**src/rtl/reset_button_conditioner_pkg.sv**
```systemverilog
// Shared definitions for the reset button conditioner: long-press FSM
// encoding and default cycle counts for the 65 MHz system clock.
package reset_button_conditioner_pkg;

    localparam int unsigned CLK_FREQ_HZ             = 65_000_000;
    localparam int unsigned DEFAULT_DEBOUNCE_CYCLES = CLK_FREQ_HZ / 100;  // ~10 ms
    localparam int unsigned DEFAULT_HOLD_CYCLES     = CLK_FREQ_HZ;        // ~1 s
    localparam int unsigned DEFAULT_STRETCH_CYCLES  = 16;

    typedef enum logic [1:0] {
        IDLE    = 2'd0,
        HOLDING = 2'd1,
        FIRING  = 2'd2,
        SPENT   = 2'd3
    } hold_state_e;

endpackage

```
**src/rtl/reset_button_conditioner_sync_debounce.sv**
```systemverilog
// Two-flop synchroniser plus debounce counter for a raw push-button.
// Reusable for any mechanical button (reset, flippers, launcher).
module sync_debounce
    import reset_button_conditioner_pkg::*;
#(
    parameter int unsigned DEBOUNCE_CYCLES = DEFAULT_DEBOUNCE_CYCLES,
    parameter bit          ACTIVE_LOW      = 1'b1
) (
    input  logic clk_i,
    input  logic reset_i,
    input  logic btn_raw_i,
    output logic btn_state_o
);

    localparam int unsigned    CW       = $clog2(DEBOUNCE_CYCLES + 1);
    localparam logic [CW-1:0]  CNT_LAST = CW'(DEBOUNCE_CYCLES - 1);
    localparam logic           UNPRESSED_LEVEL = ACTIVE_LOW;

    logic          sync1_q;
    logic          sync2_q;
    logic          state_q;
    logic [CW-1:0] cnt_q;
    logic          pressed;

    assign pressed     = sync2_q ^ ACTIVE_LOW;
    assign btn_state_o = state_q;

    // Any sample that agrees with the current state discards accumulated credit.
    always_ff @(posedge clk_i) begin
        if (reset_i) begin
            sync1_q <= UNPRESSED_LEVEL;
            sync2_q <= UNPRESSED_LEVEL;
            state_q <= 1'b0;
            cnt_q   <= '0;
        end else begin
            sync1_q <= btn_raw_i;
            sync2_q <= sync1_q;
            if (pressed == state_q) begin
                cnt_q <= '0;
            end else if (cnt_q == CNT_LAST) begin
                state_q <= ~state_q;
                cnt_q   <= '0;
            end else begin
                cnt_q <= cnt_q + 1'b1;
            end
        end
    end

endmodule

```
**src/rtl/reset_button_conditioner.sv**
```systemverilog
// Debounced push-button with press/release pulses and a long-press
// user_reset request of fixed width, issued once per press.
module reset_button_conditioner
    import reset_button_conditioner_pkg::*;
#(
    parameter int unsigned DEBOUNCE_CYCLES = DEFAULT_DEBOUNCE_CYCLES,
    parameter int unsigned HOLD_CYCLES     = DEFAULT_HOLD_CYCLES,
    parameter int unsigned STRETCH_CYCLES  = DEFAULT_STRETCH_CYCLES,
    parameter bit          ACTIVE_LOW      = 1'b1
) (
    input  logic clk,
    input  logic reset,
    input  logic btn_raw,
    output logic btn_state,
    output logic press_pulse,
    output logic release_pulse,
    output logic user_reset
);

    localparam int unsigned   HW           = $clog2(HOLD_CYCLES + 1);
    localparam int unsigned   SW           = $clog2(STRETCH_CYCLES + 1);
    localparam logic [HW-1:0] HOLD_LAST    = HW'(HOLD_CYCLES - 1);
    localparam logic [SW-1:0] STRETCH_LOAD = SW'(STRETCH_CYCLES);
    localparam logic [SW-1:0] STRETCH_ONE  = SW'(1);

    logic          btn_level;
    logic          btn_prev_q;
    logic          press_q;
    logic          release_q;
    logic          user_reset_q;
    logic [HW-1:0] hold_q;
    logic [SW-1:0] stretch_q;
    hold_state_e   state_q;

    sync_debounce #(
        .DEBOUNCE_CYCLES (DEBOUNCE_CYCLES),
        .ACTIVE_LOW      (ACTIVE_LOW)
    ) u_sync_debounce (
        .clk_i       (clk),
        .reset_i     (reset),
        .btn_raw_i   (btn_raw),
        .btn_state_o (btn_level)
    );

    assign btn_state     = btn_level;
    assign press_pulse   = press_q;
    assign release_pulse = release_q;
    assign user_reset    = user_reset_q;

    // user_reset_q always equals (stretch_q != 0); it is kept as its own flop
    // so the output comes straight from a register.
    always_ff @(posedge clk) begin
        if (reset) begin
            btn_prev_q   <= 1'b0;
            press_q      <= 1'b0;
            release_q    <= 1'b0;
            user_reset_q <= 1'b0;
            hold_q       <= '0;
            stretch_q    <= '0;
            state_q      <= IDLE;
        end else begin
            btn_prev_q <= btn_level;
            press_q    <= btn_level & ~btn_prev_q;
            release_q  <= ~btn_level & btn_prev_q;

            case (state_q)
                IDLE, HOLDING: begin
                    if (!btn_level) begin
                        state_q <= IDLE;
                        hold_q  <= '0;
                    end else if (hold_q == HOLD_LAST) begin
                        state_q      <= FIRING;
                        hold_q       <= '0;
                        stretch_q    <= STRETCH_LOAD;
                        user_reset_q <= 1'b1;
                    end else begin
                        state_q <= HOLDING;
                        hold_q  <= hold_q + 1'b1;
                    end
                end
                FIRING: begin
                    hold_q <= '0;
                    if (stretch_q == STRETCH_ONE) begin
                        stretch_q    <= '0;
                        user_reset_q <= 1'b0;
                        state_q      <= SPENT;
                    end else begin
                        stretch_q <= stretch_q - 1'b1;
                    end
                end
                SPENT: begin
                    hold_q <= '0;
                    if (!btn_level) begin
                        state_q <= IDLE;
                    end
                end
                default: begin
                    state_q <= IDLE;
                end
            endcase
        end
    end

endmodule
```
**config.mk**
```make
export PLATFORM = sky130hd
export DESIGN_NAME = reset_button_conditioner
export DESIGN_NICKNAME = d
export VERILOG_FILES = /design/src/rtl/reset_button_conditioner_pkg.sv /design/src/rtl/reset_button_conditioner_sync_debounce.sv /design/src/rtl/reset_button_conditioner.sv
export SDC_FILE = /design/constraint.sdc
export NUM_CORES = 1
export LEC_CHECK = 0
export BUFFER_PORTS_ARGS = -buffer_cell sky130_fd_sc_hd__buf_2
export CORE_ASPECT_RATIO = 0.6
export CORE_MARGIN = 8
export CORE_UTILIZATION = 55
export CTS_CLUSTER_DIAMETER = 30
export DETAILED_ROUTE_END_ITERATION = 10
export PLACE_DENSITY = 0.78
export SETUP_SLACK_MARGIN = 0.3
export SLEW_MARGIN = 30
export SYNTH_ARGS = -nofsm -noshare
export SYNTH_HDL_FRONTEND = slang
export SYNTH_SLANG_ARGS = --single-unit
export TNS_END_PERCENT = 5
```
**constraint.sdc**
```tcl
create_clock -name clk -period 2.35 [get_ports clk]
set_input_delay 0.1175 -clock clk [delete_from_list [all_inputs] [get_ports clk]]
set_output_delay 0.1175 -clock clk [all_outputs]
set_load 0.02 [all_outputs]
```
**After elaboration in Yosys (flattened, before gate mapping)**

Cells that the tools add are included.

- Register bits after elaboration: 60
- Bits in latches: 0
- Memory bits (writable): 0
- Bits in read-only memories: 0
- Output and inout port bits: 4
- Logic and storage cells: 56
- Memories kept: 0

- Add/subtract/negate cells: 3
- Multipliers: 0
- Divide/modulo/power cells: 0
- Magnitude comparators: 0
- Equality and inequality tests: 11
- Shift operators: 0
- Multiplexer cells: 16
- Bitwise gates (word level): 6
- Reduce and logical (&&, ||, !) cells: 9

Operator list:

| operator | number |
|---|---|
| 2-to-1 mux 26 bit | 2 |
| one-hot mux 26 bit (2 select lines) | 1 |
| adder 26 x 1 -> 26 bit (second input constant) | 1 |
| equality test 26 bit (second input constant) | 1 |
| adder 20 x 1 -> 20 bit (second input constant) | 1 |
| equality test 20 bit (second input constant) | 1 |
| 2-to-1 mux 5 bit | 3 |
| one-hot mux 5 bit (2 select lines) | 1 |
| 2-to-1 mux 2 bit | 4 |
| != test 2 bit (second input constant) | 3 |
| one-hot mux 2 bit (3 select lines) | 1 |
| equality test 5 x 1 -> 1 bit (second input constant) | 1 |
| subtractor 5 x 1 -> 5 bit (second input constant) | 1 |
| equality test 2 bit (second input constant) | 2 |
| inverter 1 bit | 4 |
| AND reduction 2 bit | 2 |
| AND reduction 4 bit | 1 |
| OR reduction 2 bit | 2 |
| 2-to-1 mux 1 bit | 3 |
| AND reduction 3 bit | 1 |
| OR reduction 3 bit | 1 |
| AND 1 bit | 2 |
| equality test 2 x 1 -> 1 bit (second input constant) | 1 |
| logical NOT 2 bit | 1 |
| other kinds (4) | 4 |

**Longest topological paths before layout**

Gate-level depths: netlist of run 1.

- Depth in word-level cells: 4
- Depth in mapped cells: 6

**Cells and area by module**

Synthesis of run 1 repeated with hierarchy kept, for this count alone.

- Cell total of the unflattened synthesis: 326
- Area, all modules: 2,835.2 µm²

Modules (own cells, without submodules):

| module | times used | cells an instance | area an instance (µm²) |
|---|---|---|---|
| reset_button_conditioner | 1 | 214 | 1,818.0 |
| sync_debounce | 1 | 112 | 1,017.2 |

**Least setup slack after synthesis of run 1**

OpenSTA, ideal clock, no wires.

- Kind: reg-to-reg
- From: register hold_q[6]
- To: register hold_q[23]
- Library setup time: 130 ps
- Data arrival time: 1,905 ps
- Data required time: 2,220 ps
- Setup slack: 315 ps
- Stages on the path, launching flop included: 7
- Buffers on the path: 2
- Clock period less this slack: 2,035 ps
- Path through: dfxtp_1 or4b_1 or4_1 buf_2 o21ai_4 buf_6 a21oi_1

- Longest elaborated chain between the ends: 4
- Elaborated cells on any way between the ends: 5

Ends and longest elaborated chain:

| what | RTL line | RTL |
|---|---|---|
| from (decl) | reset_button_conditioner.sv:31 | `logic [HW-1:0] hold_q;` |
| from (signal assigned) | reset_button_conditioner.sv:78 | `hold_q <= hold_q + 1'b1;` |
| adder 26 x 1 -> 26 bit / equality test 26 bit (equally long branches) | reset_button_conditioner.sv:78, reset_button_conditioner.sv:71 |  |
| 2-to-1 mux 26 bit (*) | reset_button_conditioner.sv:71 | `end else if (hold_q == HOLD_LAST) begin` |
| 2-to-1 mux 26 bit (*) | reset_button_conditioner.sv:68 | `if (!btn_level) begin` |
| one-hot mux 26 bit (2 select lines) (*) | reset_button_conditioner.sv:66 | `case (state_q)` |

Mark *: on every way between the ends. The rest lies on a longest branch, timed or not.
A chain may end at the register's enable or synchronous reset.

**Final worst setup path of run 1**

- From: register hold_q[13]
- To: register hold_q[20]

The elaborated chain is that of the path after synthesis.

==> run metrics, run 1 <==
outcome=completed; number of clock buffers inserted by TritonCTS=9; cell type with the highest aggregate area in the netlist=sky130_fd_sc_hd__dfxtp_1; sequential group share of total power=around 47%; peak clock frequency supported by timing=around 490 MHz; Row Count=20; Core Box Area=a little under 0.005 sq mm; EDFF count, synth=0; Clock Latency Late Sink=between 0.3 and 0.4 ns; dpl hpwl=~3600 microns; part of the cycle the worst path needs=between 80 and 90%; RSZ-0062 raised after global routing=yes; biggest area contributors in the synthesized netlist=sky130_fd_sc_hd__dfxtp_1 44%, sky130_fd_sc_hd__nor2_1 5.6%, sky130_fd_sc_hd__xnor2_1 5.4%; final period demand of the worst path=2.05 ns; crit path kind=register to register; r2r startpoint=hold_q[13]$_SDFF_PP0_; area occupied by registers=between 0.001 and 0.0015 sq mm; Global Route Usage Sum=15.0%; area grow syn2layout=15.6%; LEAKAGE=0.971 nW; final setup TNS=0 ns; clock edge transition at the registers on the reported setup and hold paths=around 0.060 ns; Top-Level Pins=7; number of global-route vias before repair=approximately 2000; Min-Delay Path Class=input port to register; FF+latch count, synth=60; clock share of power=between 50% and 60%; transition time at the pin with the least slew margin=around 0.82 ns; antenna-violating nets left=0; net count reported at finish=around 340; startpoint kind of the worst setup timing path=register; buffers plus inverters on the worst setup path=1; chip height=70.7 microns; final count of negative-setup-slack endpoints=0; dominant synthesized flop cell=sky130_fd_sc_hd__dfxtp_1; endpoint class of the critical path=register; number of fillers in the final layout=a little under 400; clock buffer depth=2; Max stage delay on crit path=between 0.5 and 0.6 ns; Synth top area share=approximately 44%; DR vias=between 2000 and 2500; clock root cell=sky130_fd_sc_hd__clkbuf_8; initial core utilization=roughly 56%; final number of hold-violating endpoints=0; number of buffers inserted by port buffering=6; per-instance average area after synthesis=~8.7 sq um; combinational group share of total power=roughly 1%; TritonCTS sink count=60; post-route total power=about 0.0022 W; fraction of layout instances using a drive strength above 1=~13%; worst setup path startpoint=hold_q[13]$_SDFF_PP0_; net switching power=~0.0004 W; antenna diode instance count=0; multi-input combinational cell area=~0.0015 sq mm; clock tree from TritonCTS=done; DRC=0; Critical Path Fanout Max=7; CP Cell Sequence=or4_4 > or4_4 > o21ai_4 > clkbuf_16 > a21oi_1; width of the die=~110 microns; Congestion Overflow GR=0; Maximum Capacitance Violations=0; Crit-path slowest cell=sky130_fd_sc_hd__or4_4; first-pass GRT wire length=about 9000 microns; initial antenna violation count=0; Slew HR=between 40% and 50%; routability congestion estimate=approximately 0.83; number of standard cells after synthesis=315; largest net degree at the start of global routing=27; count of cell types in the netlist=40; WL final=around 5700 microns; H-tree levels=3; Data required, critical path=about 2.6 ns; post-synth design cell area=roughly 0.0027 sq mm; Max rail drop VDD=approximately 310 uV; fraction of the yosys area taken by sequential cells=43.8%; number of max-slew violations in the final report=0; number of vias per cell=around 5.7; pwr/cell area=just under 700 mW/mm^2; syn_nets=about 320; top-count cell post-synth=sky130_fd_sc_hd__dfxtp_1; die footprint=0.00758 sq mm; total iterations of the first detailed-routing run=4; share of async-settable or async-resettable flops after synthesis=0%; Post-synth top cells=60 x sky130_fd_sc_hd__dfxtp_1, 41 x sky130_fd_sc_hd__nor2_1, 22 x sky130_fd_sc_hd__a21oi_1; sw frac=roughly 19%; Internal Dissipation=between 0.0015 and 0.002 W; number of warning messages in the yosys log=0; drt first-iter violations=around 210; routed wirelength normalized by instance count=about 14 microns; cell occurring most often along the worst timing path=sky130_fd_sc_hd__or4_4; dominant delay contributor by cell family on the critical path=simple AND/OR/NAND/NOR gates; startpoint of the lowest-slack hold path=reset; final worst clock skew=between 0.007 and 0.008 ns; Critical Path AT=approximately 2.3 ns
-- power groups by stage --
stage          Sequential, W  Combinational [W]  Clock (W)
2_1_floorplan        0.00105          0.0000168          0
3_3_place_gp         0.00105          0.0000203          0
3_5_place_dp         0.00105          0.0000206          0
4_1_cts              0.00102          0.0000220    0.00118
5_1_grt              0.00102          0.0000251    0.00122
6_report             0.00102          0.0000221    0.00115
-- routing by layer --
metal	vias to the layer above	part of all wire, %	track usage, %	wire length, microns
met5	-	0	0	0
met2	51	38	18.5	2190
met1	1068	55	21.2	3130
li1	1168	-	-	-
met4	0	1.1	6.20	63
met3	6	5.9	6.80	338
-- per-stage QoR --
step                      worst slack, ns  cells  cell area [sq um]  util (%)  hold slack [ns]
final                               0.297    399               3170      64.3            0.142
after global placement              0.235    379               2840      57.6            0.300
after detailed placement            0.217    379               2840      57.6            0.304
after floorplan                     0.315    315               2740         -            0.221
after CTS                           0.316    396               3100      63.0            0.125
after global routing                0.253    399               3170      64.3            0.149
-- cell usage in the layout, fill, tap and decap left out, types with 4 or more instances in the layout --
cell type	n
sky130_fd_sc_hd__xnor2_1	17
sky130_fd_sc_hd__o21ai_0	9
sky130_fd_sc_hd__o31ai_1	6
sky130_fd_sc_hd__nor2_1	41
sky130_fd_sc_hd__nand3_1	16
sky130_fd_sc_hd__nand4b_1	4
sky130_fd_sc_hd__ha_1	4
sky130_fd_sc_hd__a21oi_1	21
sky130_fd_sc_hd__clkbuf_8	11
sky130_fd_sc_hd__or3_1	10
sky130_fd_sc_hd__o41ai_1	4
sky130_fd_sc_hd__xor2_1	9
sky130_fd_sc_hd__dfxtp_1	57
sky130_fd_sc_hd__and3_1	4
sky130_fd_sc_hd__buf_2	6
sky130_fd_sc_hd__nand2_1	13
sky130_fd_sc_hd__buf_4	5
sky130_fd_sc_hd__nand4_1	13
sky130_fd_sc_hd__nor4b_1	4
sky130_fd_sc_hd__inv_1	10
sky130_fd_sc_hd__or4_1	9
sky130_fd_sc_hd__nor3_1	11
-- layout make-up --
class                      instances  area share, %
clock buffer                      12           4.89
multi-input combinational        232           46.0
sequential                        60           38.1
timing repair buffer              15           4.22
clock inverter                     4           3.00
tap                               66           2.60
inverter                          10           1.18
-- state kept, by name, summed over array words and instances, names as in the netlist, 2 cells and up --
| register | count |
|---|---|
| u_sync_debounce.cnt_q | 20 |
| hold_q | 26 |
| stretch_q | 5 |
| state_q | 2 |
-- cell families (layout without fill, tap and decap cells) --
group,after synthesis,in the layout,synth area share [%]
AOI/OAI and AO/OA,50,50,11.4
DFF,60,60,43.8
muxes,2,2,0.730
buffers and inverters,23,41,3.74
and+or+nand+nor,150,150,30.2
xor gates and xnor gates,26,26,8.30
adders and majority gates,4,4,1.82
-- timing repair --
item,4_1_cts,5_1_grt
setup buffers,0,1
gates resized for setup,1,8
setup endpoints to repair,30,31
endpoints found under the hold margin,1,0
hold buffers,1,0
pin swaps,0,3
cloned,0,2
-- path summary, 6_finish.rpt --
| kind | endpoint | slack, ns | cells past startpoint |
|---|---|---|---|
| max | hold_q[20]$_SDFF_PP0_ | 0.30 | 5 |
| min | u_sync_debounce.btn_state_o$_SDFFE_PP0P_ | 0.14 | 2 |
| max reg2reg | hold_q[20]$_SDFF_PP0_ | 0.30 | 5 |
| min reg2reg | u_sync_debounce.sync2_q$_SDFF_PP1_ | 0.41 | 1 |
(Power assumes the default switching activity.)
==> inputs of run 2 (changes only) <==
Settings changed: CORE_ASPECT_RATIO 0.6 to 0.5, SYNTH_HIERARCHICAL set to 1, TNS_END_PERCENT 5 to unset.
==> run metrics, run 2 <==
per-instance average area after synthesis=roughly 8.7 sq um; antenna-violating nets left=0; outcome=completed; final count of negative-setup-slack endpoints=0; dominant synthesized flop cell=sky130_fd_sc_hd__dfxtp_1; register with the most flip-flops=hold_q; top-count cell post-synth=sky130_fd_sc_hd__dfxtp_1; Clock Latency Late Sink=~0.33 ns; Post-synth top cells=60 x sky130_fd_sc_hd__dfxtp_1, 44 x sky130_fd_sc_hd__nor2_1, 23 x sky130_fd_sc_hd__xnor2_1; routed wirelength normalized by instance count=13.3 microns; R2R Setup Slk=about 0.38 ns; startpoint kind of the worst setup timing path=register; final worst clock skew=roughly 0.0050 ns; endpoint of the most critical register-to-register path=u_sync_debounce/btn_state_o$_SDFFE_PP0P_; clock edge transition at the registers on the reported setup and hold paths=0.06 ns; dpl hpwl=around 4000 microns; Critical Path Fanout Max=5; number of max-slew violations in the final report=0; Register-to-Register Path Depth=4; WL final=~5500 microns; end point of the worst hold path=stretch_q[2]$_SDFFE_PP0P_; width of the die=118 microns; Post-Place Worst Slack=0.158 ns; startpoint of the lowest-slack hold path=reset; endpoint class of the critical path=register; fraction of the yosys area taken by sequential cells=between 40 and 50%; Row Count=18; crit path kind=register to register; net count reported at finish=approximately 350; r2r startpoint=u_sync_debounce/cnt_q[5]$_SDFF_PP0_; biggest area contributors in the synthesized netlist=sky130_fd_sc_hd__dfxtp_1 42%, sky130_fd_sc_hd__xnor2_1 7.1%, sky130_fd_sc_hd__nor2_1 5.8%; initial antenna violation count=0; number of flip-flops in the largest register=26; Final Non-Filler Cells=414; Congestion Overflow GR=0; fraction of layout instances using a drive strength above 1=13.7%; most frequent standard cell in the layout excluding fill and tap cells=sky130_fd_sc_hd__dfxtp_1; syn_nets=about 330; area grow syn2layout=12.8%; final number of hold-violating endpoints=0; count of cell types in the netlist=~50; Top-Level Pins=7; Global Route Usage Sum=14.9%; part of the cycle the worst path needs=a little over four fifths; largest net degree at the start of global routing=19; cell count after placement=400; DR vias=around 2400; TritonCTS sink count=60; number of fillers in the final layout=roughly 410; number of post-CTS setup repair buffers=0; number of buffers inserted by port buffering=6; peak clock frequency supported by timing=about 510 MHz; clock root cell=sky130_fd_sc_hd__clkbuf_8; number of clock buffers inserted by TritonCTS=9; Data required, critical path=approximately 2.6 ns; registers with the most flip-flops=hold_q: 26 flops, u_sync_debounce/cnt_q: 20 flops, stretch_q: 5 flops; number of warning messages in the yosys log=6; post-synth design cell area=between 0.002 and 0.003 sq mm; most frequent cells in the layout=56 x sky130_fd_sc_hd__dfxtp_1, 44 x sky130_fd_sc_hd__nor2_1, 23 x sky130_fd_sc_hd__xnor2_1; Synth top area share=between 40% and 50%; antenna diode instance count=0; EDFF count, synth=0; die footprint=a little under 0.008 sq mm; clock tree from TritonCTS=done; final period demand of the worst path=roughly 2.0 ns; Min-Delay Path Class=input port to register; final setup TNS=0 ns; routability congestion estimate=0.825; initial core utilization=about 57%; chip height=about 67 microns; FF+latch count, synth=60; H-tree levels=3; Slew HR=54.6%; share of async-settable or async-resettable flops after synthesis=0%; min setup slack post-route=approximately 0.38 ns; number of standard cells after synthesis=around 330; first-pass GRT wire length=approximately 9500 microns; Core Box Area=0.00495 sq mm; cell count of the worst hold path=2; cell type with the highest aggregate area in the netlist=sky130_fd_sc_hd__dfxtp_1; Critical Path AT=around 2.2 ns; transition time at the pin with the least slew margin=roughly 0.68 ns; clock buffer depth=2; Maximum Capacitance Violations=0; DRC=0; LEAKAGE=a little under 1 nW; Max rail drop VDD=457 uV; drt first-iter violations=100; RSZ-0062 raised after global routing=no; number of vias per cell=between 5 and 6; pwr/cell area=about 660 mW/mm^2; total iterations of the first detailed-routing run=4; number of global-route vias before repair=between 2000 and 2500
[run 2: cell count changes after synthesis, moves of 4 or more]
| cell | previous run | this run |
|---|---|---|
| sky130_fd_sc_hd__a21oi_1 | 22 | 16 |
| sky130_fd_sc_hd__nor4_1 | 3 | 8 |
| sky130_fd_sc_hd__nand3_1 | 17 | 21 |
| sky130_fd_sc_hd__xnor2_1 | 17 | 23 |
| sky130_fd_sc_hd__clkbuf_1 | 10 | 5 |
| sky130_fd_sc_hd__xor2_1 | 9 | 4 |
| sky130_fd_sc_hd__nand4_1 | 13 | 9 |
| sky130_fd_sc_hd__nand2_1 | 13 | 17 |
| sky130_fd_sc_hd__or4_1 | 12 | 8 |
[run 2: metrics by stage]
stage	utilization (%)	hold slack, ns	total power, W	instance area [sq um]
floorplan	-	0.209	0.00111	2840
global placement	59.7	0.303	0.00112	2960
detailed placement	59.7	0.309	0.00113	2960
CTS	64.3	0.126	0.00213	3190
global route	64.5	0.145	0.00221	3200
finish	64.5	0.150	0.00210	3200
[run 2: cell type report]
| class | count | area [sq um] | area share, % |
|---|---|---|---|
| clock buffer | 11 | 151 | 4.74 |
| clock inverter | 2 | 60.1 | 1.88 |
| inverter | 11 | 41.3 | 1.29 |
| multi-input combinational | 245 | 1550 | 48.4 |
| sequential | 60 | 1210 | 37.7 |
| tap | 70 | 87.6 | 2.74 |
| timing repair buffer | 15 | 104 | 3.25 |
[run 2: timing repair]
item | 4_1_cts | 5_1_grt
gates resized for setup | 3 | 5
endpoints found under the setup margin | 3 | 30
endpoints found under the hold margin | 1 | 0
pin swaps | 0 | 3
hold buffers | 1 | 0
[run 2: cell families after synthesis]
logic type,after synthesis,synth area share (%)
buf+inv,21,3.44
xor+xnor,27,8.34
fa+ha+maj,4,1.77
flops,60,42.4
mux,4,1.41
compound gates,48,10.9
simple gates,162,31.7
[run 2: metal layers]
layer	global-route usage [%]	vias to the layer above	share of wire, %
li1	-	1206	-
met1	15.5	1116	47
met2	26.6	29	48
met3	5.99	10	3.3
met4	7.58	0	1.3
met5	0	-	0
[run 2: how the worst max path moves through the flow]
stage                                                     endpoint                                start  cells after the start  slack (ns)
after floorplan                              hold_q[25]$_SDFF_PP0_                 hold_q[7]$_SDFF_PP0_                      6        0.38
after global placement                       hold_q[24]$_SDFF_PP0_                 hold_q[0]$_SDFF_PP0_                      5        0.25
after detailed placement                     hold_q[24]$_SDFF_PP0_                 hold_q[0]$_SDFF_PP0_                      5        0.16
after CTS                                    hold_q[24]$_SDFF_PP0_                 hold_q[1]$_SDFF_PP0_                      5        0.33
after global routing                          hold_q[6]$_SDFF_PP0_                 hold_q[1]$_SDFF_PP0_                      6        0.31
final                     u_sync_debounce/btn_state_o$_SDFFE_PP0P_  u_sync_debounce/cnt_q[5]$_SDFF_PP0_                      4        0.38
[run 2: worst max-delay path, stage by stage, from the launching register on]
cell and delay [ns]:
sky130_fd_sc_hd__dfxtp_1 0.35, sky130_fd_sc_hd__or3b_2 0.47, sky130_fd_sc_hd__or4_4 0.58, sky130_fd_sc_hd__or4_1 0.41
sky130_fd_sc_hd__o21ai_0 0.08
[run 2: report_power, final]
part / internal (W) / switching (W) / total [W]
sequential: 0.00103 / 0.0000133 / 0.00104
combinational: 0.0000333 / 0.0000299 / 0.0000632
clock: 0.000637 / 0.000357 / 0.000994
total: 0.00170 / 0.000401 / 0.00210
==> inputs of run 3 (changes only) <==
Settings changed: PLACE_DENSITY 0.78 to 0.8.
Clock period 2.35 ns to 1.8 ns, I/O delays scaled along.
==> run metrics, run 3 (synthesized netlist as in run 2, its figures left out) <==
outcome=finished with violations; failing checks=setup timing; H-tree levels=3; Row Count=18; first-pass GRT wire length=around 15000 microns; final number of hold-violating endpoints=0; number of flip-flops in the largest register=26; Congestion Overflow GR=0; Global Route Usage Sum=24.6%; Crit-path slowest cell=sky130_fd_sc_hd__dfxtp_2; RSZ-0062 raised after global routing=yes; Post-Place Worst Slack=-0.124 ns; sw frac=26.1%; crit path kind=register to register; final worst clock skew=0.0116 ns; dominant delay contributor by cell family on the critical path=buffers and inverters; LEAKAGE=1.41 nW; number of vias per cell=~7.2; clock buffer depth=2; Core Box Area=between 0.004 and 0.005 sq mm; startpoint kind of the worst setup timing path=register; endpoint class of the critical path=register; sequential group share of total power=between 50% and 60%; number of buffers inserted by port buffering=6; net switching power=around 0.00071 W; Critical Path AT=between 2 and 2.5 ns; WL final=roughly 13000 microns; largest net degree at the start of global routing=19; DRC=0; routability congestion estimate=just under 0.9; Max rail drop VDD=between 700 and 800 uV; transition time at the pin with the least slew margin=~0.59 ns; chip height=66.8 microns; final period demand of the worst path=between 2 and 2.5 ns; most frequent cells in the layout=49 x sky130_fd_sc_hd__buf_4, 44 x sky130_fd_sc_hd__dfxtp_1, 25 x sky130_fd_sc_hd__nor2_1; layer carrying the most global-route usage=met2; R2R Setup Slk=-0.33 ns; routed wirelength normalized by instance count=between 20 and 30 microns; initial antenna violation count=0; Top-Level Pins=7; GR Util met1=25.2%; total iterations of the first detailed-routing run=6; final count of negative-setup-slack endpoints=50; part of the cycle the worst path needs=118%; clock tree from TritonCTS=done; initial core utilization=57.2%; fraction of layout instances using a drive strength above 1=between 40% and 50%; pwr/cell area=639 mW/mm^2; antenna diode instance count=0; Internal Dissipation=between 0.002 and 0.0025 W; number of global-route vias before repair=a little over 3000; number of clock buffers inserted by TritonCTS=9; Data required, critical path=roughly 2.0 ns; Min-Delay Path Class=input port to register; Critical Path Fanout Max=6; clock edge transition at the registers on the reported setup and hold paths=approximately 0.07 ns; net count reported at finish=around 410; combinational group share of total power=about 4.8%; dpl hpwl=about 4500 microns; peak clock frequency supported by timing=about 470 MHz; register with the most flip-flops=hold_q; min setup slack post-route=-0.329 ns; die footprint=between 0.007 and 0.008 sq mm; width of the die=118 microns; most frequent standard cell in the layout excluding fill and tap cells=sky130_fd_sc_hd__buf_4; registers with the most flip-flops=hold_q: 26 flops, u_sync_debounce/cnt_q: 20 flops, stretch_q: 5 flops; clock root cell=sky130_fd_sc_hd__clkbuf_8; DR vias=between 3000 and 4000; met2 Resource Use GR=roughly 43%; CP Cell Sequence=buf_6 > buf_6 > nor4b_2 > nand4_1 > buf_4 > buf_4 > o211ai_1 > a21oi_1; met3 Track Usage GR=8.68%; Slew HR=60.3%; area grow syn2layout=50.9%; number of max-slew violations in the final report=0; Core Util, Final=a little under nine tenths; clock share of power=a little under half; drt first-iter violations=just under 700; antenna-violating nets left=0; TritonCTS sink count=60; Max stage delay on crit path=between 0.3 and 0.4 ns; buffers plus inverters on the worst setup path=4; Maximum Capacitance Violations=0; Clock Latency Late Sink=~0.36 ns
## run 3: cell count changes in the layout (fill, tap and decap cells not counted), moves of 11 or more
| cell | before | now |
|---|---|---|
| sky130_fd_sc_hd__a21oi_1 | 16 | 3 |
| sky130_fd_sc_hd__nor2_1 | 44 | 25 |
| sky130_fd_sc_hd__dfxtp_1 | 56 | 44 |
| sky130_fd_sc_hd__buf_4 | 7 | 49 |
| sky130_fd_sc_hd__buf_6 | 1 | 16 |
| sky130_fd_sc_hd__nor2_2 | 0 | 11 |
## run 3: power groups by stage
| stage | registers, W | logic [W] | clock network, W |
|---|---|---|---|
| after floorplan | 0.00138 | 0.0000699 | 0 |
| after global placement | 0.00139 | 0.0000832 | 0 |
| after detailed placement | 0.00139 | 0.0000872 | 0 |
| after CTS | 0.00136 | 0.0000951 | 0.00119 |
| after global routing | 0.00136 | 0.000141 | 0.00130 |
| final | 0.00137 | 0.000131 | 0.00124 |
## run 3: worst paths after layout
path,from,end,cells past startpoint
max reg2reg,hold_q[8]$_SDFF_PP0_,stretch_q[3]$_SDFFE_PP0P_,8
min reg2reg,u_sync_debounce/sync1_q$_SDFF_PP1_,u_sync_debounce/sync2_q$_SDFF_PP1_,1
min,reset,stretch_q[4]$_SDFFE_PP0P_,2
max,hold_q[8]$_SDFF_PP0_,stretch_q[3]$_SDFFE_PP0P_,8
## run 3: routing by layer
metal,wire length (microns),part of all wire (%)
met5,0,0
met3,1860,14
met1,4540,35
met4,1390,11
met2,5310,41
## run 3: layout make-up
class                           count  area (sq um)
Multi-Input combinational cell    246          1980
Sequential cell                    60          1230
Timing Repair Buffer               79           751
Fill cell                         193           676
Clock buffer                        9           124
Tap cell                           70          87.6
Clock inverter                      7          67.6
Inverter                           11          41.3
## run 3: timing repair
action                                  in CTS  in global routing
endpoints found under the setup margin      55                 55
buffers inserted                            20                 10
pin swaps                                   23                  8
cloned                                       5                  0
hold endpoints to repair                     1                  0
resized for setup                           63                 38
hold buffers                                 1                  0
## run 3: stage by stage
stage          std cells  power (W)  hold slack (ns)  instance area, sq um  setup TNS, ns
3_3_place_gp         430    0.00147            0.275                  3330         -0.451
5_1_grt              482    0.00281            0.144                  4280         -12.65
6_report             482    0.00273            0.149                  4280          -8.26
3_5_place_dp         430    0.00147            0.279                  3330          -1.51
2_1_floorplan        326    0.00145            0.181                  3020          -1.03
4_1_cts              472    0.00264            0.112                  4030          -1.97
